**src/rtl/mm_pkg.sv**
```systemverilog
// Shared types for the mastermind round sequencer.
// State encoding, winner codes and default code length.
package mm_pkg;

  localparam int CODE_LEN_DEF = 4;

  typedef enum logic [2:0] {
    S_IDLE,
    S_SET,
    S_GUESS,
    S_WAIT,
    S_END,
    S_DONE
  } state_t;

  localparam logic [1:0] WIN_NONE = 2'b00;
  localparam logic [1:0] WIN_A    = 2'b01;
  localparam logic [1:0] WIN_B    = 2'b10;
  localparam logic [1:0] WIN_TIE  = 2'b11;

endpackage

```
**src/rtl/mm_press_detect.sv**
```systemverilog
// Button rising-edge detector for both players.
// A press counts only when the other player is not pressing too.
module mm_press_detect (
  input  logic clk,
  input  logic reset_n,
  input  logic enterA,
  input  logic enterB,
  output logic pressA,
  output logic pressB
);

  logic a_q;
  logic b_q;
  logic rise_a;
  logic rise_b;

  always_ff @(posedge clk or negedge reset_n) begin
    if (!reset_n) begin
      a_q <= 1'b0;
      b_q <= 1'b0;
    end else begin
      a_q <= enterA;
      b_q <= enterB;
    end
  end

  assign rise_a = enterA & ~a_q;
  assign rise_b = enterB & ~b_q;
  assign pressA = rise_a & ~rise_b;
  assign pressB = rise_b & ~rise_a;

endmodule

```
**src/rtl/mastermind_round_ctrl.sv**
```systemverilog
// Round sequencer: alternates setter/guesser, strobes the
// code/guess latches, counts guesses and keeps scores.
module mastermind_round_ctrl
  import mm_pkg::*;
#(
  parameter  int CODE_LEN    = CODE_LEN_DEF,
  parameter  int MAX_GUESSES = 10,
  parameter  int ROUNDS      = 4,
  parameter  int SW          = 8,
  localparam int CW = $clog2(CODE_LEN + 1),
  localparam int GW = $clog2(MAX_GUESSES + 2),
  localparam int RW = $clog2(ROUNDS + 1)
) (
  input  logic          clk,
  input  logic          reset_n,
  input  logic          started,
  input  logic          first_setter_a,
  input  logic          enterA,
  input  logic          enterB,
  input  logic          res_valid,
  input  logic [CW-1:0] res_exact,
  output logic          load_code,
  output logic          load_guess,
  output logic          setter_is_a,
  output logic [GW-1:0] guess_cnt,
  output logic [RW-1:0] round_idx,
  output logic [SW-1:0] score_a,
  output logic [SW-1:0] score_b,
  output logic          round_over,
  output logic          game_over,
  output logic [1:0]    winner
);

  state_t        state_q, state_d;
  logic          setter_d;
  logic [GW-1:0] guess_d;
  logic [RW-1:0] round_d;
  logic [SW-1:0] sa_d, sb_d;
  logic          lc_d, lg_d, ro_d;
  logic [GW-1:0] pts;
  logic          press_a, press_b;
  logic          press_set, press_gss;

  function automatic logic [SW-1:0] sat_add(
    input logic [SW-1:0] a,
    input logic [GW-1:0] b
  );
    logic [SW:0] s;
    s = {1'b0, a} + (SW+1)'(b);
    return s[SW] ? '1 : s[SW-1:0];
  endfunction

  mm_press_detect u_press (
    .clk    (clk),
    .reset_n(reset_n),
    .enterA (enterA),
    .enterB (enterB),
    .pressA (press_a),
    .pressB (press_b)
  );

  assign press_set = setter_is_a ? press_a : press_b;
  assign press_gss = setter_is_a ? press_b : press_a;

  always_comb begin
    state_d  = state_q;
    setter_d = setter_is_a;
    guess_d  = guess_cnt;
    round_d  = round_idx;
    sa_d     = score_a;
    sb_d     = score_b;
    lc_d     = 1'b0;
    lg_d     = 1'b0;
    ro_d     = 1'b0;
    pts      = '0;
    unique case (state_q)
      S_IDLE: begin
        if (started) begin
          setter_d = first_setter_a;
          state_d  = S_SET;
        end
      end
      S_SET: begin
        if (press_set) begin
          lc_d    = 1'b1;
          guess_d = '0;
          state_d = S_GUESS;
        end
      end
      S_GUESS: begin
        if (press_gss) begin
          lg_d    = 1'b1;
          guess_d = guess_cnt + GW'(1);
          state_d = S_WAIT;
        end
      end
      S_WAIT: begin
        if (res_valid) begin
          if (res_exact == CW'(CODE_LEN)) begin
            pts     = guess_cnt;
            state_d = S_END;
          end else if (guess_cnt == GW'(MAX_GUESSES)) begin
            pts     = GW'(MAX_GUESSES + 1);
            state_d = S_END;
          end else begin
            state_d = S_GUESS;
          end
          if (setter_is_a) sa_d = sat_add(score_a, pts);
          else             sb_d = sat_add(score_b, pts);
        end
      end
      S_END: begin
        ro_d     = 1'b1;
        round_d  = round_idx + RW'(1);
        setter_d = ~setter_is_a;
        state_d  = (round_d == RW'(ROUNDS)) ? S_DONE : S_SET;
      end
      S_DONE: ;
      default: state_d = S_IDLE;
    endcase
    // abandoning a game wipes all progress
    if (!started && state_q != S_DONE) begin
      state_d  = S_IDLE;
      setter_d = 1'b0;
      guess_d  = '0;
      round_d  = '0;
      sa_d     = '0;
      sb_d     = '0;
      lc_d     = 1'b0;
      lg_d     = 1'b0;
      ro_d     = 1'b0;
    end
  end

  always_ff @(posedge clk or negedge reset_n) begin
    if (!reset_n) begin
      state_q     <= S_IDLE;
      setter_is_a <= 1'b0;
      guess_cnt   <= '0;
      round_idx   <= '0;
      score_a     <= '0;
      score_b     <= '0;
      load_code   <= 1'b0;
      load_guess  <= 1'b0;
      round_over  <= 1'b0;
    end else begin
      state_q     <= state_d;
      setter_is_a <= setter_d;
      guess_cnt   <= guess_d;
      round_idx   <= round_d;
      score_a     <= sa_d;
      score_b     <= sb_d;
      load_code   <= lc_d;
      load_guess  <= lg_d;
      round_over  <= ro_d;
    end
  end

  assign game_over = (state_q == S_DONE);

  always_comb begin
    winner = WIN_NONE;
    if (game_over) begin
      if (score_a > score_b)      winner = WIN_A;
      else if (score_b > score_a) winner = WIN_B;
      else                        winner = WIN_TIE;
    end
  end

endmodule

```
**config.mk**
```make
export PLATFORM = sky130hd
export DESIGN_NAME = mastermind_round_ctrl
export DESIGN_NICKNAME = d
export VERILOG_FILES = /design/src/rtl/mm_pkg.sv /design/src/rtl/mm_press_detect.sv /design/src/rtl/mastermind_round_ctrl.sv
export SDC_FILE = /design/constraint.sdc
export NUM_CORES = 1
export LEC_CHECK = 0
export ABC_AREA = 1
export BUFFER_PORTS_ARGS = -buffer_cell sky130_fd_sc_hd__buf_2
export CORE_ASPECT_RATIO = 0.8
export CORE_MARGIN = 2
export CORE_UTILIZATION = 55
export CTS_BUF_LIST = sky130_fd_sc_hd__clkbuf_16
export DETAILED_ROUTE_END_ITERATION = 7
export PLACE_DENSITY = 0.78
export SLEW_MARGIN = 20
export SYNTH_ARGS = -nofsm -noshare
export SYNTH_HDL_FRONTEND = slang
export SYNTH_SLANG_ARGS = --single-unit
```
**constraint.sdc**
```tcl
create_clock -name clk -period 6 [get_ports clk]
set_clock_uncertainty 0.1 [all_clocks]
set_input_delay 1.5 -clock clk [delete_from_list [all_inputs] [get_ports clk]]
set_output_delay 1.5 -clock clk [all_outputs]
set_load 0.02 [all_outputs]
```
# == After elaboration in Yosys (flattened, before gate mapping) ==
# Cells that the tools add are included.
# word_totals
reg_bits,32
inputBits,10
out_inout_bits,30
word_cells,100
# op_classes
n_addsub,4
magnitude_cmp,2
n_eq_ne,15
n_mux,45
bitwise_logic,9
reduce_logical,14
# op_table
operator,count
$mux W8,10
$mux W3,10
$mux W4,7
$add A8 B4 Y9,2
$pmux W3 S6,1
$gt A8 B8 Y1,2
$ne A3 B3 Y1 const B,5
$mux W1,13
$eq A3 B3 Y1 const B,4
$reduce_and A3 Y1,3
$pmux W4 S2,1
$reduce_bool A2 Y1,4
$eq A3 B2 Y1 const B,2
$reduce_bool A3 Y1,2
$not A1 Y1,5
$reduce_and A5 Y1,1
$add A4 B1 Y4 const B,1
$and A1 B1 Y1,4
$eq A4 B4 Y1 const B,1
$mux W2,2
$ne A2 B1 Y1 const B,2
$add A3 B1 Y3 const B,1
$eq A3 B1 Y1 const B,1
$logic_not A3 Y1,1
other kinds (4),4

# == Longest topological paths before layout ==
# Gate-level depths: netlist (run 1).
# depth
ltp_word,11
ltp_mapped,17

# == Modules after synthesis ==
# From an unflattened synthesis (run 1), not the netlist that was laid out.
# hier_totals
cells_unflattened,337
hier_area_um2,2413.6
# by_module_without_submodules
module,n_inst,cells_per_inst,area_per_inst_um2
mastermind_round_ctrl,1,325,2326.0
mm_press_detect,1,12,87.6

# == Worst setup path after synthesis (run 1) ==
# OpenSTA, ideal clock, no wires.
# synth_path
path_kind,input-to-reg
from,in res_exact[1]
to,reg score_b[1]
setup_ps,83
t_arrival_ps,3194
required_ps,5817
slack_ps,2623
stages,16
cell_sequence,nor2_2 > nand2_1 > nand2_1 > o21ai_0 > inv_1 > ha_1 > inv_1 > fa_1 > inv_1 > nand2_1 > nand3b_1 > nand3_1 > nand2_1 > nand2_1 > nand2_1 > o21ai_0
# synth_between
elab_chain_cells,10
# synth_rtl
item,line_no,rtl
from (decl),mastermind_round_ctrl.sv:21,"input logic [CW-1:0] res_exact,"
$eq A3 B3 Y1,mastermind_round_ctrl.sv:99,if (res_exact == CW'(CODE_LEN)) begin
$mux W4,mastermind_round_ctrl.sv:99,
$mux W4,mastermind_round_ctrl.sv:98,if (res_valid) begin
$mux W4,mastermind_round_ctrl.sv:76,unique case (state_q)
$add A8 B4 Y9,mastermind_round_ctrl.sv:49,"s = {1'b0, a} + (SW+1)'(b);"
$mux W8,mastermind_round_ctrl.sv:50,return s[SW] ? '1 : s[SW-1:0];
$mux W8,mastermind_round_ctrl.sv:108,"if (setter_is_a) sa_d = sat_add(score_a, pts);"
$mux W8,mastermind_round_ctrl.sv:98,
$mux W8,mastermind_round_ctrl.sv:76,
$mux W8,mastermind_round_ctrl.sv:122,if (!started && state_q != S_DONE) begin
to (signal assigned),mastermind_round_ctrl.sv:142,score_b <= '0;
to (signal assigned),mastermind_round_ctrl.sv:152,score_b <= sb_d;
to (decl),mastermind_round_ctrl.sv:28,"output logic [SW-1:0] score_b,"
# No other way between the ends. The select of a mux whose other input is x is not followed.
# A chain may end at the register's enable or synchronous reset.

# == Worst setup path in the final report (run 1) ==
# layout_path
from,reg score_a[4]
to,out winner[0]
# layout_between
elab_chain_cells,4
word_cells_on_any_way,5
# layout_rtl
item,line_no,rtl
from (decl),mastermind_round_ctrl.sv:27,"output logic [SW-1:0] score_a,"
from (signal assigned),mastermind_round_ctrl.sv:141,score_a <= '0;
from (signal assigned),mastermind_round_ctrl.sv:151,score_a <= sa_d;
$gt A8 B8 Y1,mastermind_round_ctrl.sv:165,else if (score_b > score_a) winner = WIN_B;
$mux W1,mastermind_round_ctrl.sv:165,
$mux W2 *,mastermind_round_ctrl.sv:164,if (score_a > score_b) winner = WIN_A;
$mux W2 *,mastermind_round_ctrl.sv:163,if (game_over) begin
to (decl),mastermind_round_ctrl.sv:31,output logic [1:0] winner
# Every way passes the cells marked *; elsewhere a longest branch is shown, timed or not.

==> summary.md, run 1 <==
| Metric | Value |
|---|---|
| Max VDD drop | 145 uV |
| Initial DRT Pass Iterations | 4 |
| Worst Hold Path Cells | 1 |
| CTS resizes | 0 |
| Sw frac | 31.7% |
| Fill cells | 384 |
| Synth cell types | 28 |
| WP data required | 4.40 ns |
| Tmin final | 3.59 ns |
| Syn nets | 361 |
| Max-slew violations | 0 |
| Slack of the critical path | 2.41 ns |
| CTS tree | built |
| Hold Path Class | reg2reg |
| Port Buffers | 39 |
| Status | finished clean |
| Mapped Area | 0.00233 sq mm |
| Aggregate global routing overflow | 0 |
| Num CTS Buffers | 5 |
| # DRC | 0 |
| Vias per cell | 5.30 |
| Clock Sink Count | 32 |
| Worst-Margin Slew | 0.727 ns |
| Insertion delay of the later-clocked pin in the worst-skew pair | 0.28 ns |
| Yosys reg bits | 32 |
| DP Wirelength | 4090 um |
| Sequential Area | 801 sq um |
| CP Max Fanout | 10 |
| Final Hold Vio Count | 0 |
| Power share of the combinational group | 19.2% |
| Final setup viols | 0 |
| R2R Path End | score_b[2] |
| Clock transition at the registers of the reported paths | 0.05 ns |
| Reg2reg start | guess_cnt[0] |
| Unrepaired setup endpoints after global routing | no |
| Clock share of power | 39.1% |
| Tcrit/Tclk final | 59.8% |
| Placer Congestion | 0.864 |
| Hold Buf Count CTS | 0 |
| Max-cap viol count | 0 |
| Hold endpoint | round_idx[0] |
| Area Overhead vs Synth | 16.2% |
| Lkg Pwr | 1.56 nW |
| Max Root-Sink Buffers | 2 |
| Pwr per Cell Area | 224 mW/mm^2 |
| Sequential-to-total area share from yosys stat | 34.4% |
| I/O pins | 40 |
| DR iter-0 viols | 100 |
| Initial Util | 56.4% |
| Cells on worst reg2reg path | 17 |
| Sw Pwr | 0.192 mW |
| Final ANT Viol Nets | 0 |
| Final net count | 403 |
| Core area | 0.00413 sq mm |
| Min-delay src | round_idx[0] |
| Fmax | 0.279 GHz |
| Antenna cells | 0 |
| P_int | 0.413 mW |
| Std cell rows | 21 |
| Routed via count | 2,270 |
| Mapped Cells | 329 |
| Layout cell share with drive strength beyond 1 | 13.7% |
| Slew headroom | 51.5% |
| Multi-input gate area | 0.00132 sq mm |
| Post-CTS Setup Bufs | 0 |
| Die area | 0.00477 sq mm |
| Mean Syn Cell Area | 7.08 sq um |
| Drt total wl | 5560 um |
| Pre-CTS setup slack | 2.21 ns |
| First-pass GRT wire length | 9680 um |
| H-tree depth | 2 |
| Crit path kind | reg2out |
| Die width | 76.7 um |
| Flop pwr share | 41.7% |
| CP startpoint kind | flop |
| Worst EP arrival | 1.99 ns |
| Overall routing resource usage | 25.0% |
| Drt wl/cell | 13.0 um |
| R2R setup slack | 3.23 ns |
| Die H | 62.2 um |
| Largest net degree at the start of global routing | 33 |
| Crit. End Element | primary output |
| Final setup TNS | 0 ns |
| Root Buffer | clkbuf_16 |
| Initial antenna violation count | 0 |
| Ys Warns | 0 |
| Number of global-route vias before repair | 2,099 |
-- cells by family (layout without fill, tap and decap cells) --
| logic type | Yosys count | count (layout) | synth area share (%) |
|---|---|---|---|
| AND/OR/NAND/NOR | 177 | 177 | 33.3 |
| buffers and inverters | 55 | 97 | 9.13 |
| AO/OA/AOI/OAI | 38 | 38 | 8.87 |
| flip-flops | 32 | 32 | 34.4 |
| adder cells (fa/ha/maj) | 22 | 22 | 12.5 |
| XOR/XNOR | 5 | 5 | 1.88 |
-- final cells by class --
type                            instances  share of cell area [%]
Multi-Input combinational cell        242                    48.6
Sequential cell                        32                    29.6
Timing Repair Buffer                   39                    7.21
Inverter                               51                    7.07
Clock buffer                            5                    4.62
Tap cell                               57                    2.64
Clock inverter                          2                   0.277
-- cell usage after synthesis, drive strengths merged --
master    n  area share [%]
nand3b    3            0.97
nand3    36             8.0
nor2     20             4.0
nor3      5             1.3
nand2   106              17
nand4     7             1.9
a32o      1            0.43
a31oi     1            0.27
o21ai    24             5.2
ha       20              11
clkbuf    1            0.16
a21oi     8             1.7
buf       3            0.75
xor2      5             1.9
o211ai    1            0.32
a211oi    2            0.64
inv      51             8.2
o21a      1            0.32
fa        2             1.7
dfrtp    32              34
-- per-stage QoR --
step | std cells | hold slack, ns | power [mW] | util [%] | area [sq um]
detailed placement | 421 | 0.423 | 0.370 | 62.4 | 2570
global placement | 421 | 0.414 | 0.367 | 62.4 | 2570
global route | 428 | 0.462 | 0.632 | 65.6 | 2710
finish | 428 | 0.450 | 0.605 | 65.6 | 2710
floorplan | 329 | 0.436 | 0.334 | - | 2330
CTS | 428 | 0.444 | 0.604 | 65.6 | 2710
-- placed cells by master (no fill, tap or decap), types with 3 or more instances in the layout --
master     Yosys  routed
dfrtp_1       32      32
ha_1          20      20
nand3_1       35      35
nand4_1        7       7
xor2_1         5       5
nor3_1         4       4
nand2_1      105     105
a21oi_1        8       8
inv_1         50      50
buf_2          2      39
nand3b_1       3       3
o21ai_0       22      22
nor2_1        17      17
clkbuf_16      0       5
-- sequential cells by signal (all words and copies together) (netlist names) --
register     flops
round_over       1
score_a          8
guess_cnt        4
score_b          8
load_code        1
u_press.b_q      1
load_guess       1
setter_is_a      1
round_idx        3
state_q          3
u_press.a_q      1
-- worst max path at each step --
| stage | depth (start not counted) | end | slack [ns] | start |
|---|---|---|---|---|
| finish | 8 | winner[0] | 2.41 | score_a[4] |
| global route | 17 | score_b[2] | 2.13 | res_exact[1] |
| floorplan | 16 | score_b[1] | 2.62 | res_exact[1] |
| global placement | 17 | score_b[1] | 2.27 | res_exact[1] |
| CTS | 8 | winner[0] | 2.43 | score_a[4] |
| detailed placement | 17 | score_b[2] | 2.21 | res_exact[1] |
-- power groups by stage --
stage / Sequential [mW] / Clock (mW) / Combinational, mW
after global routing: 0.255 / 0.245 / 0.132
after floorplan: 0.259 / 0 / 0.0758
after global placement: 0.254 / 0 / 0.113
after CTS: 0.252 / 0.237 / 0.115
after detailed placement: 0.255 / 0 / 0.115
final: 0.252 / 0.237 / 0.116
-- per-layer routing --
metal  routed length, um  part of all wire, %  vias up  GRT usage (%)
li1                    -                    -     1144              -
met1                2770                   50     1045           35.2
met3                 305                  5.5        8           5.38
met2                2430                   44       73           38.6
met4                  57                  1.0        0           7.95
met5                   0                    0        -              0
-- critical path, cell delays in order, from the launching register on --
cell	delay, ns
dfrtp_1	0.53
inv_1	0.16
ha_1	0.23
a21oi_1	0.12
nor2_1	0.05
a211oi_1	0.24
nand2_1	0.08
a21oi_1	0.12
buf_2	0.18
No activity file was read; power rests on OpenSTA's default activity.
==> run 2, diff against run 1 <==
- clock period: 6 -> 3.7 ns (I/O delays scaled with it)
==> summary.md, run 2 (synthesis results as in run 1) <==
| Metric | Value |
|---|---|
| Status | finished clean |
| Unrepaired setup endpoints after global routing | no |
| Drt total wl | 5520 um |
| Std cell rows | 21 |
| Finished Layout Cells | 430 |
| CP startpoint kind | flop |
| Drt wl/cell | 12.8 um |
| WP data required | 2.67 ns |
| Multi-input gate area | 0.00132 sq mm |
| CTS resizes | 0 |
| Pre-CTS setup slack | 0.507 ns |
| Fill cells | 379 |
| Placer Congestion | 0.875 |
| Hold Buf Count CTS | 0 |
| CP Max Fanout | 10 |
| Final ANT Viol Nets | 0 |
| Sequential Area | 801 sq um |
| Largest net degree at the start of global routing | 33 |
| Routed via count | 2,258 |
| Tmin final | 2.98 ns |
| Core area | 0.00413 sq mm |
| Die width | 76.7 um |
| Final Hold Vio Count | 0 |
| Layout cell share with drive strength beyond 1 | 14.5% |
| Placed Instances | 422 |
| Clock Sink Count | 32 |
| CTS tree | built |
| Area post-placement | 0.00258 sq mm |
| Worst EP arrival | 1.95 ns |
| Crit. End Element | primary output |
| Crit path kind | reg2out |
| Max-slew violations | 0 |
| Lkg Pwr | 1.57 nW |
| Die H | 62.2 um |
| Slack of the critical path | 0.723 ns |
| Final net count | 404 |
| H-tree depth | 2 |
| # DRC | 0 |
| Final setup viols | 0 |
| Commonest non-fill, non-tap cell in the layout | nand2_1 |
| Final setup TNS | 0 ns |
| Vias per cell | 5.25 |
| Initial Util | 56.4% |
| Fmax | 0.336 GHz |
| DP Wirelength | 4120 um |
| Max-cap viol count | 0 |
| Initial antenna violation count | 0 |
| Worst-Margin Slew | 0.731 ns |
| Most frequent cells in the layout | 105 x nand2_1, 50 x inv_1, 39 x buf_2, 35 x nand3_1, 32 x dfrtp_1 |
| Pwr per Cell Area | 364 mW/mm^2 |
| Final core occ | 65.9% |
| Tcrit/Tclk final | 80.5% |
| Max Root-Sink Buffers | 2 |
| Num CTS Buffers | 5 |
| Initial DRT Pass Iterations | 4 |
| Die area | 0.00477 sq mm |
| Post-Layout Inst Area | 0.00272 sq mm |
| DR iter-0 viols | 116 |
| Max VDD drop | 278 uV |
| I/O pins | 40 |
| Aggregate global routing overflow | 0 |
| Post-CTS Setup Bufs | 0 |
| Overall routing resource usage | 24.8% |
| Slew headroom | 51.2% |
| Root Buffer | clkbuf_16 |
| Clock transition at the registers of the reported paths | 0.05 ns |
| Hold Path Class | reg2reg |
| Insertion delay of the later-clocked pin in the worst-skew pair | 0.28 ns |
| Number of global-route vias before repair | 2,051 |
| Area Overhead vs Synth | 16.8% |
| Antenna cells | 0 |
| Largest regs | score_a: 8 flops, score_b: 8 flops, guess_cnt: 4 flops |
| Port Buffers | 39 |
| First-pass GRT wire length | 9500 um |
-- run 2: cell count changes in the layout (fill, tap and decap cells not counted), sizes merged --
cell,delta
clkinv,+1
buf,+1
-- run 2: per-layer routing --
| layer | wire, um | vias to the layer above | global-route usage (%) |
|---|---|---|---|
| li1 | - | 1150 | - |
| met1 | 2730 | 1037 | 36.5 |
| met2 | 2380 | 62 | 37.0 |
| met3 | 335 | 9 | 4.36 |
| met4 | 83 | 0 | 8.41 |
| met5 | 0 | - | 0 |
-- run 2: where the power goes --
| part | total (mW) | internal [mW] | switching (mW) |
|---|---|---|---|
| Sequential | 0.409 | 0.372 | 0.0371 |
| Combinational | 0.186 | 0.0576 | 0.129 |
| Clock | 0.394 | 0.244 | 0.150 |
-- run 2: worst max-delay path, cell delays in order (launching register included) --
cell and delay [ns]:
dfrtp_1 0.51, inv_1 0.14, ha_1 0.22, a21oi_1 0.12
nor2_1 0.05, a211oi_1 0.24, nand2_1 0.09, a21oi_1 0.12
buf_2 0.18
-- run 2: path summary, 6_finish.rpt --
path,start,to,slack (ns),cells past startpoint
worst min register to register,round_idx[2],round_idx[2],0.45,2
worst max register to register,guess_cnt[0],score_b[2],0.93,17
min in group asynchronous,reset_n,score_a[2],0.61,1
worst max-delay path,score_a[4],winner[0],0.72,8
worst min-delay path,round_idx[2],round_idx[2],0.45,2
max in group asynchronous,reset_n,round_idx[2],2.43,1
-- run 2: final cells by class --
cell class / instances / share of cell area [%]
well taps: 57 / 2.62
flip-flops and latches: 32 / 29.4
clock buffers: 5 / 4.60
multi-input cells: 242 / 48.3
repair buffers: 40 / 7.45
inverters: 51 / 7.04
clock inverters: 3 / 0.506
-- run 2: metrics by stage --
stage | hold WS, ns | total power, mW
6_report | 0.445 | 0.990
5_1_grt | 0.454 | 1.04
4_1_cts | 0.435 | 0.991
3_5_place_dp | 0.414 | 0.599
3_3_place_gp | 0.414 | 0.595
2_1_floorplan | 0.436 | 0.542
==> run 3, diff against run 2 <==
- ABC_AREA: 1 -> 0
- CORE_UTILIZATION: 55 -> 51
- PLACE_DENSITY: 0.78 -> 0.76
- clock period: 3.7 -> 2.4 ns (I/O delays scaled with it)
==> summary.md, run 3 <==
| Metric | Value |
|---|---|
| Sw frac | 32.1% |
| Max-cap viol count | 0 |
| Std cell rows | 22 |
| Hold Path Class | in2async |
| Pwr per Cell Area | 495 mW/mm^2 |
| Port Buffers | 39 |
| Mean Syn Cell Area | 8.79 sq um |
| Synth cell types | 61 |
| Layout cell share with drive strength beyond 1 | 40.9% |
| Largest cells by area after synthesis | dfrtp_1 33%, ha_1 10%, a21oi_1 5.0% |
| Clock Sink Count | 32 |
| Status | finished with violations |
| Final setup TNS | -6.51 ns |
| Pre-CTS setup slack | -0.744 ns |
| Reg2reg start | guess_cnt[1] |
| CP Max Fanout | 3 |
| Initial DRT Pass Iterations | 4 |
| Ys Warns | 0 |
| Most frequent cells in the layout | 55 x buf_4, 37 x buf_2, 29 x dfrtp_1, 20 x inv_1, 19 x nor2_1 |
| DP Wirelength | 4820 um |
| Vias per cell | 5.71 |
| Overall routing resource usage | 27.4% |
| Mapped Area | 0.00242 sq mm |
| First-pass GRT wire length | 11,100 um |
| Multi-input gate area | 0.00167 sq mm |
| Cells on worst reg2reg path | 13 |
| Clock transition at the registers of the reported paths | 0.05 ns |
| Max VDD drop | 299 uV |
| CTS tree | built |
| Power share of the combinational group | 27.3% |
| Final Hold Vio Count | 0 |
| Final ANT Viol Nets | 0 |
| Most numerous cell in the Yosys netlist | dfrtp_1 |
| Fmax | 0.345 GHz |
| Num CTS Buffers | 5 |
| WP data required | 2.46 ns |
| Sequential-to-total area share from yosys stat | 33.1% |
| Routed via count | 2,465 |
| Die width | 81.0 um |
| Crit. End Element | flop |
| Placer Congestion | 0.917 |
| Root Buffer | clkbuf_16 |
| # DRC | 0 |
| Slew headroom | 49.6% |
| Mapped Cells | 275 |
| Crit path kind | reg2reg |
| Pwr Total | 1.69 mW |
| Synth Flop Type | dfrtp_1 |
| I/O pins | 40 |
| Area Overhead vs Synth | 41.2% |
| Drt total wl | 7040 um |
| Commonest non-fill, non-tap cell in the layout | buf_4 |
| R2R Path End | score_b[5] |
| Initial antenna violation count | 0 |
| Number of global-route vias before repair | 2,319 |
| P_int | 1.15 mW |
| R2R setup slack | -0.50 ns |
| Drt wl/cell | 16.3 um |
| H-tree depth | 2 |
| Clock share of power | 34.8% |
| Lkg Pwr | 1.66 nW |
| Antenna cells | 0 |
| Max-slew violations | 0 |
| Sw Pwr | 0.542 mW |
| Max Root-Sink Buffers | 2 |
| CP startpoint kind | flop |
| DR iter-0 viols | 159 |
| Flop pwr share | 37.9% |
| Share of the synthesized area in the top cell type | 33.1% |
| Worst EP arrival | 2.96 ns |
| Die area | 0.00531 sq mm |
| Initial Util | 52.9% |
| Sequential Area | 805 sq um |
| Syn nets | 307 |
| Critical Path Start | guess_cnt[1] |
| Insertion delay of the later-clocked pin in the worst-skew pair | 0.27 ns |
| Die H | 65.6 um |
| Leading area contributor after synthesis | dfrtp_1 |
| Placed Instances | 413 |
| Aggregate global routing overflow | 0 |
| Fraction of registers with async set/reset | 100% |
| Unrepaired setup endpoints after global routing | yes |
| Core area | 0.00457 sq mm |
| Tcrit/Tclk final | 121% |
| Area post-placement | 0.00304 sq mm |
| Tmin final | 2.90 ns |
| Number of synthesized flops with an enable pin | 0 |
| Post-Layout Inst Area | 0.00341 sq mm |
| Slack of the critical path | -0.500 ns |
| Final setup viols | 18 |
| Largest net degree at the start of global routing | 33 |
| Yosys reg bits | 32 |
| Failing checks | negative setup slack |
| Finished Layout Cells | 432 |
| Final net count | 403 |
| Largest regs | score_a: 8 flops, score_b: 8 flops, guess_cnt: 4 flops |
| Fill cells | 330 |
| Worst-Margin Slew | 0.756 ns |
| Commonest cells in the netlist | 32 x dfrtp_1, 24 x a21oi_1, 23 x inv_1, 21 x o21ai_0, 20 x ha_1 |
run 3: cell types whose count changed after synthesis, moves of 7 or more:
cell and change:
inv_1 -27, nand2_1 -88, a21o_1 +7, nor3_1 +9
a21oi_1 +16, nor2b_1 +7, nand3_1 -32
run 3: power groups by stage:
stage / clock [mW] / combinational [mW] / sequential, mW
5_1_grt: 0.631 / 0.514 / 0.647
4_1_cts: 0.599 / 0.436 / 0.636
2_1_floorplan: 0 / 0.292 / 0.628
3_5_place_dp: 0 / 0.428 / 0.644
6_report: 0.587 / 0.462 / 0.640
3_3_place_gp: 0 / 0.421 / 0.644
run 3: layout make-up:
class	instances	area share, %
multi-input combinational	213	48.8
sequential	32	23.6
timing repair buffer	96	18.8
clock buffer	5	3.67
inverter	23	2.60
tap	60	2.20
clock inverter	3	0.330
run 3: routing by layer:
layer,part of all wire [%],up-vias,track usage [%]
met5,0,-,0
met4,1.7,0,11.0
met3,5.5,12,5.08
met2,46,79,41.4
met1,46,1175,38.7
li1,-,1199,-
run 3: timing repair:
action	CTS	global route
hold buffers	0	0
setup buffers	5	6
resized for setup	14	27
setup endpoints to repair	18	18
pin swaps	16	26
run 3: worst max path at each step:
| stage | endpoint | slack, ns |
|---|---|---|
| after floorplan | score_a[7] | -0.44 |
| after global placement | score_a[6] | -0.61 |
| after detailed placement | score_a[6] | -0.74 |
| after CTS | score_a[7] | -0.44 |
| after global routing | score_a[6] | -0.60 |
| final | score_b[5] | -0.50 |
run 3: worst max-delay path: stages, from the launching register on:
cell and delay (ns):
dfrtp_2 0.42, ha_4 0.16, and3_4 0.14, nor2b_4 0.12, a21o_1 0.17, buf_4 0.14
ha_4 0.15, inv_2 0.05, fa_2 0.24, and3b_1 0.20, mux2i_2 0.23, a21oi_2 0.10
or4_1 0.39, and3_1 0.17
run 3: stage by stage:
stage / hold slack, ns / utilization [%]
2_1_floorplan: 0.204 / -
3_3_place_gp: 0.416 / 66.4
3_5_place_dp: 0.446 / 66.4
4_1_cts: 0.326 / 71.7
5_1_grt: 0.356 / 74.7
6_report: 0.299 / 74.7
run 3: kinds of logic (layout without fill, tap and decap cells):
family,Yosys count,in the layout,share of synthesized area [%]
adder cells (fa/ha/maj),24,24,12.8
AO/OA/AOI/OAI,78,78,20.5
AND/OR/NAND/NOR,103,103,24.6
buffers and inverters,30,127,5.54
XOR/XNOR,4,4,1.45
multiplexers,4,4,1.86
flip-flops,32,32,33.1
